$ cat src/rtl/nibble_sub_sequencer_if.sv
// Request/result bundle between a controller and the nibble-serial subtractor.
// Latency: none (wires only).
// Backpressure: none; start is only honoured while the sequencer is idle.
interface nibble_sub_sequencer_if #(
    parameter int NIBBLES = 4
);
    localparam int WIDTH = 4 * NIBBLES;

    logic             start;
    logic [WIDTH-1:0] a;
    logic [WIDTH-1:0] b;
    logic             bin;
    logic             busy;
    logic             done;
    logic [WIDTH-1:0] d;
    logic             bout;
    logic             zero;
    logic             ovf;

    // Requesting controller side
    modport master (
        output start, a, b, bin,
        input  busy, done, d, bout, zero, ovf
    );

    // Sequencer side
    modport slave (
        input  start, a, b, bin,
        output busy, done, d, bout, zero, ovf
    );
endinterface

$ cat src/rtl/nibble_sub_sequencer.sv
// Computes a - b - bin over WIDTH bits with one 4-bit subtractor, LS nibble first.
// Latency: done pulses NIBBLES cycles after the accepting edge; next accept NIBBLES+2 edges later.
// Backpressure: start is ignored (not queued) while busy or during the done cycle.
module nibble_sub_sequencer #(
    parameter int NIBBLES = 4
) (
    input  logic                   clk,
    input  logic                   rst_n,
    nibble_sub_sequencer_if.slave  bus
);
    localparam int WIDTH = 4 * NIBBLES;
    localparam int MSB   = WIDTH - 1;
    localparam int IDX_W = $clog2(NIBBLES);
    localparam logic [IDX_W-1:0] LAST_IDX = IDX_W'(NIBBLES - 1);

    typedef enum logic [1:0] {
        IDLE = 2'd0,
        RUN  = 2'd1,
        DONE = 2'd2
    } state_t;

    state_t           state_q;
    state_t           state_nxt;

    logic [WIDTH-1:0] a_q;
    logic [WIDTH-1:0] b_q;
    logic             borrow_q;
    logic [IDX_W-1:0] idx_q;
    logic [WIDTH-1:0] work_q;

    logic [WIDTH-1:0] d_q;
    logic             bout_q;
    logic             zero_q;
    logic             ovf_q;

    // Shared 4-bit subtractor datapath
    logic [3:0]       nib_a;
    logic [3:0]       nib_b;
    logic [4:0]       nib_diff;
    logic [3:0]       nib_d;
    logic             nib_bout;
    logic [WIDTH-1:0] work_full;

    // Purely combinational nibble subtract; the borrow chain between nibbles
    // goes through borrow_q, so there is exactly one subtractor delay per cycle.
    always_comb begin
        nib_a     = a_q[{idx_q, 2'b00} +: 4];
        nib_b     = b_q[{idx_q, 2'b00} +: 4];
        nib_diff  = {1'b0, nib_a} - {1'b0, nib_b} - {4'b0000, borrow_q};
        nib_d     = nib_diff[3:0];
        nib_bout  = nib_diff[4];
        work_full = work_q;
        work_full[{idx_q, 2'b00} +: 4] = nib_d;
    end

    // State register
    always_ff @(posedge clk or negedge rst_n) begin
        if (!rst_n) begin
            state_q <= IDLE;
        end else begin
            state_q <= state_nxt;
        end
    end

    // Next-state: accept in IDLE, walk the nibbles in RUN, single-cycle DONE
    always_comb begin
        state_nxt = state_q;
        case (state_q)
            IDLE:    if (bus.start) state_nxt = RUN;
            RUN:     if (idx_q == LAST_IDX) state_nxt = DONE;
            DONE:    state_nxt = IDLE;
            default: state_nxt = IDLE;
        endcase
    end

    // Operand latch, per-nibble accumulation and final result publication
    always_ff @(posedge clk or negedge rst_n) begin
        if (!rst_n) begin
            a_q      <= '0;
            b_q      <= '0;
            borrow_q <= 1'b0;
            idx_q    <= '0;
            work_q   <= '0;
            d_q      <= '0;
            bout_q   <= 1'b0;
            zero_q   <= 1'b0;
            ovf_q    <= 1'b0;
        end else begin
            case (state_q)
                IDLE: begin
                    if (bus.start) begin
                        a_q      <= bus.a;
                        b_q      <= bus.b;
                        borrow_q <= bus.bin;
                        idx_q    <= '0;
                        work_q   <= '0;
                    end
                end
                RUN: begin
                    work_q   <= work_full;
                    borrow_q <= nib_bout;
                    idx_q    <= idx_q + 1'b1;
                    // Visible outputs change only once the whole word is known.
                    if (idx_q == LAST_IDX) begin
                        idx_q  <= '0;
                        d_q    <= work_full;
                        bout_q <= nib_bout;
                        zero_q <= (work_full == '0);
                        ovf_q  <= (a_q[MSB] != b_q[MSB]) && (work_full[MSB] != a_q[MSB]);
                    end
                end
                default: begin
                end
            endcase
        end
    end

    assign bus.busy = (state_q == RUN);
    assign bus.done = (state_q == DONE);
    assign bus.d    = d_q;
    assign bus.bout = bout_q;
    assign bus.zero = zero_q;
    assign bus.ovf  = ovf_q;

endmodule

$ cat src/flat_wrapper.sv
// flat-port wrapper written by rule: the top's interface ports become plain ports
module nibble_sub_sequencer_flat 
#(
    parameter int NIBBLES = 4
)
  (clk, rst_n, bus_start, bus_a, bus_b, bus_bin, bus_busy, bus_done, bus_d, bus_bout, bus_zero, bus_ovf);
  nibble_sub_sequencer_if #(.NIBBLES(NIBBLES)) bus_i ();
  input  logic clk;
  input  logic rst_n;
  input wire logic [$bits(bus_i.start)-1:0] bus_start;
  input wire logic [$bits(bus_i.a)-1:0] bus_a;
  input wire logic [$bits(bus_i.b)-1:0] bus_b;
  input wire logic [$bits(bus_i.bin)-1:0] bus_bin;
  output wire logic [$bits(bus_i.busy)-1:0] bus_busy;
  output wire logic [$bits(bus_i.done)-1:0] bus_done;
  output wire logic [$bits(bus_i.d)-1:0] bus_d;
  output wire logic [$bits(bus_i.bout)-1:0] bus_bout;
  output wire logic [$bits(bus_i.zero)-1:0] bus_zero;
  output wire logic [$bits(bus_i.ovf)-1:0] bus_ovf;
  assign bus_i.start = bus_start;
  assign bus_i.a = bus_a;
  assign bus_i.b = bus_b;
  assign bus_i.bin = bus_bin;
  assign bus_busy = bus_i.busy;
  assign bus_done = bus_i.done;
  assign bus_d = bus_i.d;
  assign bus_bout = bus_i.bout;
  assign bus_zero = bus_i.zero;
  assign bus_ovf = bus_i.ovf;
  nibble_sub_sequencer #(.NIBBLES(NIBBLES)) u_core (.clk(clk), .rst_n(rst_n), .bus(bus_i));
endmodule
$ cat config.mk
export PLATFORM = sky130hd
export DESIGN_NAME = nibble_sub_sequencer_flat
export DESIGN_NICKNAME = d
export VERILOG_FILES = /design/src/rtl/nibble_sub_sequencer_if.sv /design/src/rtl/nibble_sub_sequencer.sv /design/src/flat_wrapper.sv
export SDC_FILE = /design/constraint.sdc
export NUM_CORES = 1
export LEC_CHECK = 0
export CORE_MARGIN = 2
export CORE_UTILIZATION = 55
export CTS_BUF_LIST = sky130_fd_sc_hd__clkbuf_16
export DETAILED_ROUTE_END_ITERATION = 8
export PLACE_DENSITY = 0.82
export SETUP_SLACK_MARGIN = 0.1
export SYNTH_ARGS = -nofsm -noshare
export SYNTH_HDL_FRONTEND = slang
export SYNTH_SLANG_ARGS = --single-unit
$ cat constraint.sdc
create_clock -name clk -period 8.8 [get_ports clk]
set_input_delay 1.32 -clock clk [delete_from_list [all_inputs] [get_ports clk]]
set_output_delay 1.32 -clock clk [all_outputs]
set_load 0.05 [all_outputs]
==> impl_results.md, run 1 <==
- Synth top area share: 50.67%
- Via density: 5.926
- Vias in the first global route: 2715
- Antenna cells: 0
- Dpl cells: 429
- Row count: 29
- Worst R2R Path Depth: 8
- Setup Fix Bufs, Post-CTS: 0
- Clk_lat worst skew: 0.33 ns
- Post-CTS Hold Fix Bufs: 0
- Top Ports: 57
- Area growth syn-to-layout: 26.14%
- Slew margin rel.: 38.69%
- Full die area: 7124 µm²
- Number of routed nets with antenna violations: 0
- Most frequent cell after synthesis: dfrtp_1
- Buffers on Ports: 56
- R2R Path Start: u_core.idx_q[0]$_DFFE_PN0P_
- Slew at the pin with the worst max-slew slack: 0.9197 ns
- Antenna violations before repair: 0
- Nets@finish: 411
- Top cells by count, synth: 72 x dfrtp_1, 32 x mux2_2, 21 x nor2_1, 19 x o21ai_0, 18 x nand2_1
- Clock sink count: 72
- Post-synth EDFFs: 0
- Final setup viols: 0
- CTS Buffer Depth: 2
- Final Routed Wirelength: 7535 µm
- DRC viols: 0
- Status: completed
- Crit path capture type: flip-flop
- Initial DRC count: 217
- Largest area contributor in the netlist: dfrtp_1
- H-tree level count: 3
- Synth area leaders: dfrtp_1 51%, mux2_2 10%, mux4_2 4.4%
- Yosys reg bits: 72
- Post-synth top flop: dfrtp_1
- CP max FO: 25
- Final hold viol count: 0
- Hold path cells: 2
- Synth Cell Area: 3556 µm²
- Slowest cell on crit path: dfrtp_1
- Syn_nets: 356
- Worst EP arrival: 3.99 ns
- Sequential share of the synthesized area: 50.67%
- R2r setup slk: 5.03 ns
- Die width: 84.41 µm
- Crit share post-route: 42.87%
- Clock buffer count from CTS: 9
- Share of cells above drive strength 1: 17.66%
- CTS clk-pin slew, worst paths: 0.06 ns
- HPWL Detailed: 5246 µm
- Pin count of the biggest net entering global routing: 73
- Finished Layout Cells: 445
- Netlist cell types: 53
- Slew Limit Fails: 0
- CTS tree: done
- Multi-input logic area: 1638 µm²
- Register area: 1802 µm²
- CP Class: flip-flop to flip-flop
- Die Y: 84.41 µm
- Global route overflow: 0
- Max stage delay on crit path: 0.95 ns
- Synth async-reset ratio: 100.0%
- GPL Wtd Cong: 0.9209
- Clock root cell: clkbuf_16
- Reg-to-Reg End: u_core.bus.zero$_DFFE_PN0P_
- Clock Skews: 0.004394 ns
- Routed wire length per instance: 16.93 µm
- Fillcell total: 478
- Via count: 2637
- Mapped Avg Cell Area: 11.55 µm²
- Synth warn: 0
- Fmax: 0.2651 GHz
- Setup TNS: 0 ns
- Worst Hold Class: flip-flop to flip-flop
- Core area: 6314 µm²
- Type of origin of the critical path: flip-flop
- Crit-path cells: mux4_2 -> fa_1 -> fa_1 -> xor2_1 -> o21ai_0 -> o2111ai_1 -> nor4_1 -> a32o_1
- First-pass GRT wire length: 12710 µm
- DR pass1 iterations: 4
- Min Tclk post-route: 3.773 ns
- PostCTS Resize Cnt: 0
- Max Cap Viol: 0
- Total track usage: 22.61%
- Worst Hold Launch: u_core.work_q[8]$_DFFE_PN0P_
- Post-Synthesis Cells: 308
- CP required: 9.02 ns
- Worst Hold End: u_core.work_q[8]$_DFFE_PN0P_
- RSZ-0062 raised after global routing: false
- Initial Utilization: 56.32%
- Cell mode on critical path: fa_1
[critical path, delay by kind of cell, from the launching register on]
kind	cells	cell delay (ns)
flops	1	0.95
fa+ha+maj	2	0.87
mux	1	0.62
xor+xnor	1	0.57
compound gates	3	0.57
simple gates	1	0.08
[final cells by class]
type / instances / share of cell area (%)
flip-flops and latches: 72 / 40.17
multi-input cells: 205 / 36.51
repair buffers: 59 / 12.89
clock buffers: 9 / 5.021
well taps: 77 / 2.148
clock inverters: 7 / 1.925
inverters: 16 / 1.339
[through the flow]
step / setup slack [ns] / hold slack, ns / area, µm² / util [%]
floorplan: 5.411 / 0.4422 / 3556 / -
global placement: 5.150 / 0.4567 / 4174 / 66.11
detailed placement: 5.056 / 0.4634 / 4174 / 66.11
CTS: 5.004 / 0.4751 / 4486 / 71.05
global route: 4.769 / 0.5041 / 4486 / 71.05
finish: 5.027 / 0.4731 / 4486 / 71.05
[flip-flops by register name, summed over array words and instances (netlist names)]
signal,cells
u_core.a_q,16
u_core.b_q,16
u_core.bus.d,16
u_core.work_q,16
u_core.idx_q,2
u_core.state_q,2
u_core.borrow_q,1
u_core.bus.bout,1
u_core.bus.ovf,1
u_core.bus.zero,1
[cells by family after synthesis]
group / count (synthesis) / synth area share [%]
and+or+nand+nor: 78 / 12.21
AOI/OAI and AO/OA: 69 / 12.60
buffers and inverters: 31 / 3.448
xor gates and xnor gates: 3 / 0.7391
adders and majority gates: 12 / 4.645
muxes: 43 / 15.69
DFF: 72 / 50.67
[layout by cell type, fill, tap and decap left out, types with 4 or more instances in the layout]
cell / count
dfrtp_1: 72
clkdlybuf4s50_1: 55
mux2_2: 32
nor2_1: 21
o21ai_0: 19
nand2_1: 18
a21oi_1: 15
inv_1: 14
nor2b_1: 14
ha_1: 10
clkbuf_16: 9
mux4_2: 7
a31oi_1: 7
mux2i_1: 4
nand2b_1: 4
a22o_1: 4
[routing by layer]
metal | vias up | routed length [µm] | global-route usage [%]
li1 | 1222 | - | -
met2 | 87 | 3821 | 38.02
met5 | - | 0 | 0
met1 | 1315 | 3120 | 28.08
met4 | 0 | 153 | 9.812
met3 | 13 | 439 | 5.310
[how the worst max path moves through the flow]
stage                     cells past startpoint  slack, ns                          end                   startpoint
after floorplan                               9       5.41  u_core.bus.zero$_DFFE_PN0P_  u_core.idx_q[0]$_DFFE_PN0P_
after global placement                        8       5.15  u_core.bus.zero$_DFFE_PN0P_  u_core.idx_q[0]$_DFFE_PN0P_
after detailed placement                      8       5.06  u_core.bus.zero$_DFFE_PN0P_  u_core.idx_q[0]$_DFFE_PN0P_
after CTS                                     8       5.00  u_core.bus.zero$_DFFE_PN0P_  u_core.idx_q[0]$_DFFE_PN0P_
after global routing                          8       4.77  u_core.bus.zero$_DFFE_PN0P_  u_core.idx_q[0]$_DFFE_PN0P_
final                                         8       5.03  u_core.bus.zero$_DFFE_PN0P_  u_core.idx_q[0]$_DFFE_PN0P_
Power of run 1 is not shown: default switching activity piles up to over one toggle a cycle in this logic, so the estimate is an artifact.
==> run 2: changes to the inputs <==
--- a/config.mk
+++ b/config.mk
@@ -6,10 +6,10 @@
 export NUM_CORES = 1
 export LEC_CHECK = 0
 export CORE_MARGIN = 2
-export CORE_UTILIZATION = 55
+export CORE_UTILIZATION = 53
 export CTS_BUF_LIST = sky130_fd_sc_hd__clkbuf_16
 export DETAILED_ROUTE_END_ITERATION = 8
-export PLACE_DENSITY = 0.82
+export PLACE_DENSITY = 0.79
 export SETUP_SLACK_MARGIN = 0.1
 export SYNTH_ARGS = -nofsm -noshare
 export SYNTH_HDL_FRONTEND = slang
==> constraint.sdc (replaced) <==
create_clock -name clk -period 3.5 [get_ports clk]
set_input_delay 0.525 -clock clk [delete_from_list [all_inputs] [get_ports clk]]
set_output_delay 0.525 -clock clk [all_outputs]
set_load 0.05 [all_outputs]
==> run 2 against run 1 <==
Effect of this change: register-to-register slack lost 4.7 ns; worst hold slack lost 0.21 ns; sequential share of layout area shrank 0.93 points; highest routed layer unchanged; global-route usage grew 1.8 points; sequential cell count is the same; core utilization grew 0.45 points; via count grew 0.61%; die area grew 3.6%; first-iteration DRC count shrank 11%; non-clock buffer count grew 5.
==> impl_results.md, run 2 (synthesized netlist as in run 1, its figures left out) <==
- Status: completed
- CTS Buffer Depth: 2
- Nets@finish: 416
- Share of cells above drive strength 1: 19.03%
- DR pass1 iterations: 4
- Final hold viol count: 0
- Routed wire length per instance: 17.88 µm
- Pin count of the biggest net entering global routing: 39
- Antenna violations before repair: 0
- HPWL Detailed: 5515 µm
- Register area: 1802 µm²
- H-tree level count: 3
- Final setup viols: 0
- Final non-filler cell area: 4592 µm²
- Fmax: 0.3174 GHz
- R2r setup slk: 0.35 ns
- GPL Wtd Cong: 0.9365
- Fillcell total: 445
- Clock sink count: 72
- CTS tree: done
- CP max FO: 9
- PostCTS Resize Cnt: 0
- Crit-path cells: buf_4 -> mux4_2 -> inv_1 -> fa_1 -> fa_1 -> and2_1 -> or4_1 -> nor4_1 -> a32o_1
- Slew at the pin with the worst max-slew slack: 0.7847 ns
- Setup TNS: 0 ns
- Finished Layout Cells: 450
- Clk_lat worst skew: 0.34 ns
- Worst Hold Class: input port to asynchronous set/reset pin
- Number of routed nets with antenna violations: 0
- R2R Path Start: u_core.idx_q[0]$_DFFE_PN0P_
- Vias in the first global route: 2785
- Post-CTS Hold Fix Bufs: 0
- Antenna cells: 0
- Clock root cell: clkbuf_16
- Area growth syn-to-layout: 29.13%
- DRC viols: 0
- Worst EP arrival: 3.42 ns
- CP Class: flip-flop to flip-flop
- Final WS setup: 0.3494 ns
- Row count: 29
- Core area: 6422 µm²
- Via count: 2653
- Global route overflow: 0
- Total track usage: 24.41%
- DP Worst Slack: 0.3858 ns
- Commonest non-fill, non-tap cell in the layout: dfrtp_1
- CTS clk-pin slew, worst paths: 0.06 ns
- Clock buffer count from CTS: 9
- First-pass GRT wire length: 13830 µm
- Max Cap Viol: 0
- Min Tclk post-route: 3.151 ns
- Crit share post-route: 90.02%
- Most frequent cells in the layout: 72 x dfrtp_1, 55 x clkdlybuf4s50_1, 32 x mux2_2
- Reg-to-Reg End: u_core.bus.zero$_DFFE_PN0P_
- Initial DRC count: 193
- Setup Fix Bufs, Post-CTS: 0
- Die Y: 85.91 µm
- Slew margin rel.: 47.69%
- Dpl cells: 434
- RSZ-0062 raised after global routing: false
- Buffers on Ports: 56
- Initial Utilization: 55.37%
- Clock Skews: 0.005791 ns
- CP required: 3.77 ns
- Post-DP Area: 4224 µm²
- Max stage delay on crit path: 0.51 ns
- Worst R2R Path Depth: 9
- Top Ports: 57
- Die width: 85.91 µm
- Crit path capture type: flip-flop
- Cell mode on critical path: fa_1
- Multi-input logic area: 1638 µm²
- Slew Limit Fails: 0
- Full die area: 7381 µm²
- Type of origin of the critical path: flip-flop
- Final Routed Wirelength: 8045 µm
- Via density: 5.896
- Slowest cell on crit path: or4_1
## run 2: layer usage
metal / vias up / track usage (%) / routed length (µm)
met5: - / 0 / 0
met4: 0 / 8.802 / 151
met3: 12 / 5.679 / 411
met2: 98 / 40.66 / 4113
met1: 1311 / 31.28 / 3368
li1: 1232 / - / -
## run 2: layout make-up
class                   count  area share, %
repair buffers             64          13.68
multi-input cells         205          35.67
clock inverters             7          3.106
flip-flops and latches     72          39.24
clock buffers               9          4.905
inverters                  16          1.308
well taps                  77          2.098
## run 2: worst max path at each step
| stage | startpoint | to | slack (ns) | depth (start not counted) |
|---|---|---|---|---|
| after global placement | u_core.idx_q[0]$_DFFE_PN0P_ | u_core.bus.zero$_DFFE_PN0P_ | 0.42 | 9 |
| final | u_core.idx_q[0]$_DFFE_PN0P_ | u_core.bus.zero$_DFFE_PN0P_ | 0.35 | 9 |
| after detailed placement | u_core.idx_q[0]$_DFFE_PN0P_ | u_core.bus.zero$_DFFE_PN0P_ | 0.39 | 9 |
| after floorplan | u_core.idx_q[0]$_DFFE_PN0P_ | u_core.bus.zero$_DFFE_PN0P_ | 0.11 | 9 |
| after global routing | u_core.idx_q[0]$_DFFE_PN0P_ | u_core.bus.zero$_DFFE_PN0P_ | 0.11 | 10 |
| after CTS | u_core.idx_q[0]$_DFFE_PN0P_ | u_core.bus.zero$_DFFE_PN0P_ | 0.35 | 9 |
## run 2: through the flow
step	util, %	hold slack, ns
final	71.50	0.2644
after global routing	71.50	0.3434
after CTS	71.50	0.2916
after detailed placement	65.77	0.4638
after global placement	65.77	0.4582
after floorplan	-	0.2294
## run 2: critical path, delay by kind of cell (launching register included)
kind,cells,cell delay (ns)
buffers and inverters,2,0.24
AND/OR/NAND/NOR,3,0.96
adder cells (fa/ha/maj),2,0.92
AO/OA/AOI/OAI,1,0.20
flip-flops,1,0.40
multiplexers,1,0.34
Power of run 2 is left out for the same reason.
==> run 3: changes to the inputs <==
--- a/config.mk
+++ b/config.mk
@@ -5,6 +5,7 @@
 export SDC_FILE = /design/constraint.sdc
 export NUM_CORES = 1
 export LEC_CHECK = 0
+export CORE_ASPECT_RATIO = 2
 export CORE_MARGIN = 2
 export CORE_UTILIZATION = 53
 export CTS_BUF_LIST = sky130_fd_sc_hd__clkbuf_16
==> constraint.sdc (replaced) <==
create_clock -name clk -period 3.59 [get_ports clk]
set_input_delay 0.5385 -clock clk [delete_from_list [all_inputs] [get_ports clk]]
set_output_delay 0.5385 -clock clk [all_outputs]
set_load 0.01 [all_outputs]
==> run 3 against run 2 <==
Effect of this change: count of clock-buffer cells in the layout is the same; critical path depth is the same; non-clock buffer count is the same; clock skew shrank 0.00062 ns; wire length shrank 1.7%; critical path type unchanged; sequential share of layout area grew 1.0 points; sequential cell count is the same; core utilization shrank 3.4 points; die area grew 0.54%; critical endpoint unchanged; highest routed layer unchanged; fmax shrank 2.7%.
==> impl_results.md, run 3 (synthesized netlist as in run 1, its figures left out) <==
- Worst Hold Class: input port to asynchronous set/reset pin
- Vias in the first global route: 2856
- Setup Fix Bufs, Post-CTS: 0
- Core area: 6569 µm²
- Full die area: 7420 µm²
- Crit path capture type: flip-flop
- Via density: 5.720
- Slew Limit Fails: 0
- Area growth syn-to-layout: 25.83%
- Clock buffer count from CTS: 9
- Final Routed Wirelength: 7905 µm
- Final setup viols: 0
- Setup TNS: 0 ns
- Post-CTS Hold Fix Bufs: 0
- Worst vdd ir: 0.0006897 V
- Buffers on Ports: 56
- Slew at the pin with the worst max-slew slack: 0.6262 ns
- CP required: 3.86 ns
- Antenna cells: 0
- Final hold viol count: 0
- Commonest non-fill, non-tap cell in the layout: dfrtp_1
- HPWL Detailed: 6059 µm
- Crit share post-route: 90.16%
- Most frequent cells in the layout: 72 x dfrtp_1, 55 x clkdlybuf4s50_1, 32 x mux2_2
- Slew margin rel.: 57.68%
- DR pass1 iterations: 6
- Row count: 42
- Fillcell total: 533
- CTS Buffer Depth: 2
- CP Class: flip-flop to flip-flop
- Type of origin of the critical path: flip-flop
- Initial Utilization: 54.13%
- H-tree level count: 3
- Leakage: 1.939 nW
- Post-DP Area: 4225 µm²
- Worst EP arrival: 3.51 ns
- CTS tree: done
- Nets@finish: 416
- Min Tclk post-route: 3.237 ns
- Antenna violations before repair: 0
- Initial DRC count: 90
- Top Ports: 57
- Status: completed
- Cell Pwr Density: 1090 nW/µm²
- Clk_lat worst skew: 0.34 ns
- Routed wire length per instance: 17.18 µm
- Final non-filler cell area: 4474 µm²
- Die Y: 119.8 µm
- Clock Skews: 0.005167 ns
- Total track usage: 24.77%
- Number of routed nets with antenna violations: 0
- Clock sink count: 72
- CTS clk-pin slew, worst paths: 0.05 ns
- Global route overflow: 0
- Share of cells above drive strength 1: 17.47%
- Clock root cell: clkbuf_16
- First-pass GRT wire length: 13170 µm
- Die width: 61.92 µm
- GPL Wtd Cong: 0.9223
- PostCTS Resize Cnt: 0
- Fmax: 0.3089 GHz
- RSZ-0062 raised after global routing: false
- Max Cap Viol: 0
- DRC viols: 0
- Via count: 2631
- CP max FO: 24
- Pin count of the biggest net entering global routing: 35
[run 3: area by class of cell]
| type | instances | area, µm² | share of cell area, % |
|---|---|---|---|
| well taps | 88 | 110.1 | 2.461 |
| repair buffers | 64 | 615.6 | 13.76 |
| flip-flops and latches | 72 | 1802 | 40.27 |
| clock buffers | 9 | 225.2 | 5.034 |
| multi-input cells | 205 | 1638 | 36.61 |
| inverters | 16 | 60.06 | 1.342 |
| clock inverters | 6 | 23.77 | 0.5313 |
[run 3: critical path, cell delays in order (launching register included)]
cell and delay, ns:
dfrtp_1 0.37, buf_4 0.30, mux4_2 0.54, inv_1 0.09, fa_1 0.22, fa_1 0.44
and2_1 0.17, or4_1 0.51, nor4_1 0.30, a32o_1 0.21
[run 3: power by group]
| part | switching, mW | total [mW] | internal (mW) |
|---|---|---|---|
| registers | 0.248 | 1.44 | 1.20 |
| clock network | 0.310 | 0.758 | 0.448 |
| logic | 1.42 | 2.68 | 1.25 |
[run 3: routing by layer]
| layer | up-vias | part of all wire [%] | GRT usage [%] |
|---|---|---|---|
| met3 | 27 | 3.7 | 7.435 |
| met5 | - | 0 | 0 |
| li1 | 1228 | - | - |
| met4 | 0 | 5.5 | 16.36 |
| met2 | 62 | 56 | 40.72 |
| met1 | 1314 | 35 | 25.59 |
[run 3: path summary, 6_finish.rpt]
path                                         startpoint                            to  slack, ns  cells past startpoint
max in group asynchronous                         rst_n   u_core.bus.zero$_DFFE_PN0P_       2.88                      2
hold reg to reg            u_core.work_q[8]$_DFFE_PN0P_  u_core.work_q[8]$_DFFE_PN0P_       0.48                      2
min in group clk           u_core.work_q[8]$_DFFE_PN0P_  u_core.work_q[8]$_DFFE_PN0P_       0.48                      2
setup / recovery            u_core.idx_q[0]$_DFFE_PN0P_   u_core.bus.zero$_DFFE_PN0P_       0.35                      9
setup reg to reg            u_core.idx_q[0]$_DFFE_PN0P_   u_core.bus.zero$_DFFE_PN0P_       0.35                      9
hold / removal                                    rst_n     u_core.b_q[9]$_DFFE_PN0P_       0.05                      1
[run 3: stage by stage]
stage	total power, mW	setup WS (ns)	hold WS (ns)	utilization (%)	cells
after floorplan	3.246	0.2016	0.2429	-	308
after global routing	5.253	0.1750	0.06137	68.11	460
final	4.879	0.3532	0.05173	68.11	460
after detailed placement	4.122	0.3846	0.4080	64.32	445
after CTS	4.892	0.3413	0.04930	68.11	460
after global placement	4.033	0.4575	0.4061	64.32	445
Note: power is estimated with default switching activity, not from simulation.
